### config.mk
export PLATFORM = sky130hd
export DESIGN_NAME = sysid_check_master_flat
export DESIGN_NICKNAME = d
export VERILOG_FILES = /design/src/rtl/sysid_check_pkg.sv /design/src/rtl/sysid_check_master_if.sv /design/src/rtl/sysid_check_master.sv /design/src/flat_wrapper.sv
export SDC_FILE = /design/constraint.sdc
export NUM_CORES = 1
export LEC_CHECK = 0
export BUFFER_PORTS_ARGS = -buffer_cell sky130_fd_sc_hd__buf_4
export CAP_MARGIN = 40
export CORE_MARGIN = 5
export CORE_UTILIZATION = 51
export CTS_CLUSTER_DIAMETER = 150
export DETAILED_ROUTE_END_ITERATION = 12
export GPL_ROUTABILITY_DRIVEN = 0
export HOLD_SLACK_MARGIN = 0.02
export PLACE_DENSITY = 0.89
export SYNTH_ARGS = -nofsm -noshare
export SYNTH_HDL_FRONTEND = slang
export SYNTH_SLANG_ARGS = --single-unit
### constraint.sdc
create_clock -name clock -period 1.66 [get_ports clock]
set_input_delay 0.166 -clock clock [delete_from_list [all_inputs] [get_ports clock]]
set_output_delay 0.166 -clock clock [all_outputs]
set_load 0.05 [all_outputs]
### src/rtl/sysid_check_pkg.sv
// Shared types and constants for the system-ID check master: FSM state
// encoding, sysid slave word addresses and a counter-width helper.
package sysid_check_pkg;

  typedef enum logic [2:0] {
    IDLE    = 3'd0,
    REQ_ID  = 3'd1,
    WAIT_ID = 3'd2,
    REQ_TS  = 3'd3,
    WAIT_TS = 3'd4,
    CHECK   = 3'd5,
    ERROR   = 3'd6
  } state_t;

  localparam logic ADDR_ID = 1'b0;
  localparam logic ADDR_TS = 1'b1;

  // Bits needed to hold values 0..value-1; never less than one bit.
  function automatic int clog2(input int unsigned value);
    int unsigned v;
    int bits;
    v = value - 1;
    bits = 0;
    while (v != 0) begin
      bits++;
      v = v >> 1;
    end
    return (bits == 0) ? 1 : bits;
  endfunction

endpackage

### src/rtl/sysid_check_master_if.sv
// Avalon-MM read channel between the system-ID check master and the
// two-word system-ID slave.
interface sysid_check_master_if;
  logic        avm_address;
  logic        avm_read;
  logic [31:0] avm_readdata;
  logic        avm_waitrequest;
  logic        avm_readdatavalid;

  modport master (
    output avm_address, avm_read,
    input  avm_readdata, avm_waitrequest, avm_readdatavalid
  );

  modport slave (
    input  avm_address, avm_read,
    output avm_readdata, avm_waitrequest, avm_readdatavalid
  );
endinterface

### src/rtl/sysid_check_master.sv
// Reads system ID and build timestamp from the sysid slave, compares them
// with build-time values and only then lets the stepper motors run.
module sysid_check_master
  import sysid_check_pkg::*;
#(
  parameter logic [31:0] EXP_ID         = 32'h0400_0000,
  parameter logic [31:0] EXP_TIMESTAMP  = 32'h5451_C2E7,
  parameter int unsigned TIMEOUT_CYCLES = 255,
  parameter int unsigned MAX_RETRIES    = 3
) (
  input  logic                        clock,
  input  logic                        reset,
  input  logic                        start,
  sysid_check_master_if.master        avm,
  output logic [31:0]                 id_value,
  output logic [31:0]                 ts_value,
  output logic                        busy,
  output logic                        done,
  output logic                        id_ok,
  output logic                        ts_ok,
  output logic                        timeout_err,
  output logic                        motor_enable
);

  localparam int CNT_W   = clog2(TIMEOUT_CYCLES + 1);
  localparam int RETRY_W = clog2(MAX_RETRIES + 1);
  localparam logic [CNT_W-1:0]   CNT_LAST  = CNT_W'(TIMEOUT_CYCLES - 1);
  localparam logic [RETRY_W-1:0] RETRY_MAX = RETRY_W'(MAX_RETRIES);

  state_t state, state_next;
  logic [CNT_W-1:0]   cnt;
  logic [RETRY_W-1:0] retry;
  logic auto_start;
  logic launch, capture_id, capture_ts, expired, retry_now, fail_now;

  always_ff @(posedge clock) begin
    if (reset) state <= IDLE;
    else       state <= state_next;
  end

  // An accepted request with readdatavalid in the same cycle skips WAIT.
  always_comb begin
    state_next = state;
    launch     = 1'b0;
    capture_id = 1'b0;
    capture_ts = 1'b0;
    expired    = 1'b0;
    retry_now  = 1'b0;
    fail_now   = 1'b0;
    case (state)
      IDLE: begin
        if (start || auto_start) begin
          launch     = 1'b1;
          state_next = REQ_ID;
        end
      end
      REQ_ID: begin
        if (!avm.avm_waitrequest) begin
          if (avm.avm_readdatavalid) begin
            capture_id = 1'b1;
            state_next = REQ_TS;
          end else begin
            state_next = WAIT_ID;
          end
        end else if (cnt == CNT_LAST) begin
          expired = 1'b1;
        end
      end
      WAIT_ID: begin
        if (avm.avm_readdatavalid) begin
          capture_id = 1'b1;
          state_next = REQ_TS;
        end else if (cnt == CNT_LAST) begin
          expired = 1'b1;
        end
      end
      REQ_TS: begin
        if (!avm.avm_waitrequest) begin
          if (avm.avm_readdatavalid) begin
            capture_ts = 1'b1;
            state_next = CHECK;
          end else begin
            state_next = WAIT_TS;
          end
        end else if (cnt == CNT_LAST) begin
          expired = 1'b1;
        end
      end
      WAIT_TS: begin
        if (avm.avm_readdatavalid) begin
          capture_ts = 1'b1;
          state_next = CHECK;
        end else if (cnt == CNT_LAST) begin
          expired = 1'b1;
        end
      end
      CHECK: state_next = IDLE;
      ERROR: begin
        if (start) begin
          launch     = 1'b1;
          state_next = REQ_ID;
        end
      end
      default: state_next = IDLE;
    endcase
    if (expired) begin
      if (retry < RETRY_MAX) begin
        retry_now  = 1'b1;
        state_next = REQ_ID;
      end else begin
        fail_now   = 1'b1;
        state_next = ERROR;
      end
    end
  end

  // Result flags persist after CHECK until the next sequence is launched.
  always_ff @(posedge clock) begin
    if (reset) begin
      cnt          <= '0;
      retry        <= '0;
      auto_start   <= 1'b1;
      id_value     <= '0;
      ts_value     <= '0;
      done         <= 1'b0;
      id_ok        <= 1'b0;
      ts_ok        <= 1'b0;
      timeout_err  <= 1'b0;
      motor_enable <= 1'b0;
    end else begin
      auto_start <= 1'b0;
      done       <= 1'b0;
      if (launch || expired || capture_id || state == IDLE) begin
        cnt <= '0;
      end else if (busy && state != CHECK) begin
        cnt <= cnt + 1'b1;
      end
      if (launch) begin
        retry        <= '0;
        timeout_err  <= 1'b0;
        id_ok        <= 1'b0;
        ts_ok        <= 1'b0;
        motor_enable <= 1'b0;
      end
      if (retry_now) retry <= retry + 1'b1;
      if (fail_now) begin
        timeout_err  <= 1'b1;
        done         <= 1'b1;
        motor_enable <= 1'b0;
      end
      if (capture_id) id_value <= avm.avm_readdata;
      if (capture_ts) ts_value <= avm.avm_readdata;
      if (state == CHECK) begin
        id_ok        <= (id_value == EXP_ID);
        ts_ok        <= (ts_value == EXP_TIMESTAMP);
        motor_enable <= (id_value == EXP_ID) && (ts_value == EXP_TIMESTAMP) && !timeout_err;
        done         <= 1'b1;
      end
    end
  end

  assign busy            = (state != IDLE) && (state != ERROR);
  assign avm.avm_read    = (state == REQ_ID) || (state == REQ_TS);
  assign avm.avm_address = (state == REQ_TS || state == WAIT_TS) ? ADDR_TS : ADDR_ID;

endmodule

### src/flat_wrapper.sv
// flat-port wrapper written by rule: the top's interface ports become plain ports
module sysid_check_master_flat import sysid_check_pkg::*;
#(
  parameter logic [31:0] EXP_ID         = 32'h0400_0000,
  parameter logic [31:0] EXP_TIMESTAMP  = 32'h5451_C2E7,
  parameter int unsigned TIMEOUT_CYCLES = 255,
  parameter int unsigned MAX_RETRIES    = 3
)
  (clock, reset, start, id_value, ts_value, busy, done, id_ok, ts_ok, timeout_err, motor_enable, avm_avm_address, avm_avm_read, avm_avm_readdata, avm_avm_waitrequest, avm_avm_readdatavalid);
  sysid_check_master_if avm_i ();
  input  logic clock;
  input  logic reset;
  input  logic start;
  output logic [31:0] id_value;
  output logic [31:0] ts_value;
  output logic busy;
  output logic done;
  output logic id_ok;
  output logic ts_ok;
  output logic timeout_err;
  output logic motor_enable;
  output wire logic [$bits(avm_i.avm_address)-1:0] avm_avm_address;
  output wire logic [$bits(avm_i.avm_read)-1:0] avm_avm_read;
  input wire logic [$bits(avm_i.avm_readdata)-1:0] avm_avm_readdata;
  input wire logic [$bits(avm_i.avm_waitrequest)-1:0] avm_avm_waitrequest;
  input wire logic [$bits(avm_i.avm_readdatavalid)-1:0] avm_avm_readdatavalid;
  assign avm_avm_address = avm_i.avm_address;
  assign avm_avm_read = avm_i.avm_read;
  assign avm_i.avm_readdata = avm_avm_readdata;
  assign avm_i.avm_waitrequest = avm_avm_waitrequest;
  assign avm_i.avm_readdatavalid = avm_avm_readdatavalid;
  sysid_check_master #(.EXP_ID(EXP_ID), .EXP_TIMESTAMP(EXP_TIMESTAMP), .TIMEOUT_CYCLES(TIMEOUT_CYCLES), .MAX_RETRIES(MAX_RETRIES)) u_core (.clock(clock), .reset(reset), .start(start), .avm(avm_i), .id_value(id_value), .ts_value(ts_value), .busy(busy), .done(done), .id_ok(id_ok), .ts_ok(ts_ok), .timeout_err(timeout_err), .motor_enable(motor_enable));
endmodule
==> metrics <==
status completed; IO buf count 108; max_cap viols 0; later-pin clock latency in the skew report 0.36 ns; initial antenna violation count 0; sequential share of the synthesized area 47.6%; adder-cell area share of the yosys netlist 1.08%; Placed Instances 542; top-area cell type share of the netlist area about 48%; final cell count without fillers 565; Avg Inst Size Synth 9.91 µm²; deepest clock path buffer count 2; first-pass GRT wire length 16,000 µm; Core Util, Final about three quarters; clock sink total 83; relative slew slack about three fifths; Arrival @ worst endpoint roughly 1.9 ns; Nets 521; hold crit path type in -> reg; Top FF cell, synth dfxtp_1; post-synthesis instance total 352; crit end category flip-flop; Remaining DRCs 0; Routed Antenna Nets 0; number of flops mapped to enable cells by yosys 0; Setup TNS 0 ns; Die X-Extent between 90 and 100 µm; area share of and/or/nand/nor cells after synthesis 18.2%; Synth Net Count 392; min Tclk post-route 1.62 ns; Leak 2.51 nW; Async SR Flop Fraction 0%; Hold Worst Slack 0.0497 ns; Avg WL per Cell 19.1 µm; DP HPWL 7260 µm; post-synthesis mux area share 19.2%; FF/Latch Area 1680 µm²; XOR/XNOR Fraction of Synth Area 1.72%; highest clock rate 618 MHz; Vias/cell slightly below 6; area leader, netlist dfxtp_1; Rows 30; Starting Density ~52%; Antenna Diode Count 0; Area Overhead vs Synth 44.1%; Inserted Clock Buffers 9; top-level I/O count 109; synthesized area ~3500 µm²; largest cells by area after synthesis dfxtp_1 (48%), mux2i_1 (19%), nor2_1 (8.1%), nor4_1 (1.6%), o211ai_1 (1.5%); Hold Vio Cnt, Final 0; Final Cell Area 5020 µm²; TritonRoute pass-1 iters 4; Die Y 92.7 µm; Slew @ Worst Pin 0.600 ns; Synth Warn # 0; layout filler cell count 425; Final Cycle Share between 90% and 100%; core area between 6000 and 7000 µm²; CTS tree built; DR vias 3,256; CP Launch Type flip-flop; Synth Area in Compound Gates a little under a tenth; CTS H-Tree Depth 3; #FFs+latches synth 83; Final Max Tran Viols 0; Multi-input gate area 1890 µm²; crit path kind reg -> reg; power density over the cells 1410 nW/µm²; largest family of logic cells by synthesized area multiplexers; die area 8590 µm²; Total Wirelength 10,800 µm; Netlist cell types 51; Clock transition at path regs about 0.080 ns; unrepaired setup endpoints after global routing true; GRT Residual Overflow 0; vias in the first global route 3,255; largest net degree at the start of global routing 62; DRT iter0 DRCs 206; Layout Skew approximately 0.0093 ns; Area after DPL 4510 µm²; share of layout cells above drive strength 1 roughly two fifths; # setup viols final 0; Global Route Usage Sum 23.4%; CP max FO 7; root buffer cell clkbuf_8; CP Data Required Time 1.91 ns; Peak VDD IR 891 µV
worst max-delay path: stages, from the launching register on:
cell	delay (ns)
dfxtp_4	0.38
buf_4	0.15
buf_4	0.15
or2_4	0.28
a21o_1	0.20
o2111ai_4	0.15
buf_4	0.17
nor2_1	0.04
cell usage after synthesis, types with 3 or more instances:
cell type,count
dfxtp_1,83
inv_1,3
o21ai_0,6
o211ai_1,7
a21oi_1,9
or2_2,4
or4bb_1,3
nand4_1,4
or3_1,4
nand2_1,9
clkbuf_1,9
nor4_1,9
buf_4,6
nand3_1,3
ha_1,3
buf_2,4
nor2_1,75
xor2_1,4
mux2i_1,67
where the power goes:
part           switching (mW)  leakage, nW  internal [mW]
sequential              0.247        0.676           2.22
combinational            1.73         1.72           1.26
clock                   0.696        0.115          0.921
area by class of cell:
type	count	share of cell area, %
tap	80	1.99
inverter	3	0.224
clock inverter	4	1.47
multi-input combinational	247	37.5
sequential	83	33.4
clock buffer	11	3.01
timing repair buffer	137	22.4
cell families (layout without fill, tap and decap cells):
kind of cell    Yosys count  in the layout
flops                    83             83
mux                      67             67
compound gates           42             42
simple gates            129            129
xor+xnor                  6              6
buf+inv                  22            155
fa+ha+maj                 3              3
cell usage in the layout, fill, tap and decap left out, types with 3 or more instances in the layout:
master and count:
buf_4 127, dfxtp_1 76, nor2_1 75, mux2i_1 65, clkbuf_8 11, nand2_1 9
a21oi_1 9, o211ai_1 7, o21ai_0 6, nor4_1 6, nand4_1 4, xor2_1 4
or3_1 4, buf_6 4, dfxtp_2 4, or2_4 3, nand3_1 3, nor4_2 3
or4bb_1 3, ha_1 3, buf_12 3, dfxtp_4 3
per-layer routing:
layer | wire (µm) | vias to the layer above | part of all wire (%) | GRT usage (%)
met2 | 5530 | 143 | 51 | 40.7
met3 | 954 | 24 | 8.8 | 7.31
met5 | 0 | - | 0 | 0
met1 | 4040 | 1576 | 37 | 25.8
met4 | 271 | 0 | 2.5 | 11.2
li1 | - | 1513 | - | -
path summary, 6_finish.rpt:
path | slack [ns] | cells past startpoint | start | to
setup / recovery | 0.04 | 7 | u_core.state[2] | u_core.cnt[0]
hold reg to reg | 0.50 | 2 | u_core.ts_value[20] | u_core.ts_value[20]
hold / removal | 0.05 | 3 | avm_avm_readdata[9] | u_core.ts_value[9]
setup reg to reg | 0.04 | 7 | u_core.state[2] | u_core.cnt[0]
timing repair:
| action | 4_1_cts | 5_1_grt |
|---|---|---|
| hold buffers | 0 | 0 |
| gates cloned | 0 | 3 |
| resized for setup | 19 | 18 |
| pin swaps | 3 | 5 |
| setup buffers | 4 | 2 |
| setup endpoints to repair | 77 | 51 |
flip-flops by register name (all words and copies together), names as in the netlist, 2 cells and up:
register / count
u_core.cnt: 8
u_core.id_value: 32
u_core.retry: 2
u_core.state: 3
u_core.ts_value: 32
per-stage QoR:
step	worst slack [ns]	power, mW
after floorplan	0.0166	4.16
after global routing	-0.0512	7.38
after global placement	-0.118	4.95
after CTS	-0.00295	6.78
final	0.0410	7.07
after detailed placement	-0.131	5.00
Power figures use the tool's default switching activity.
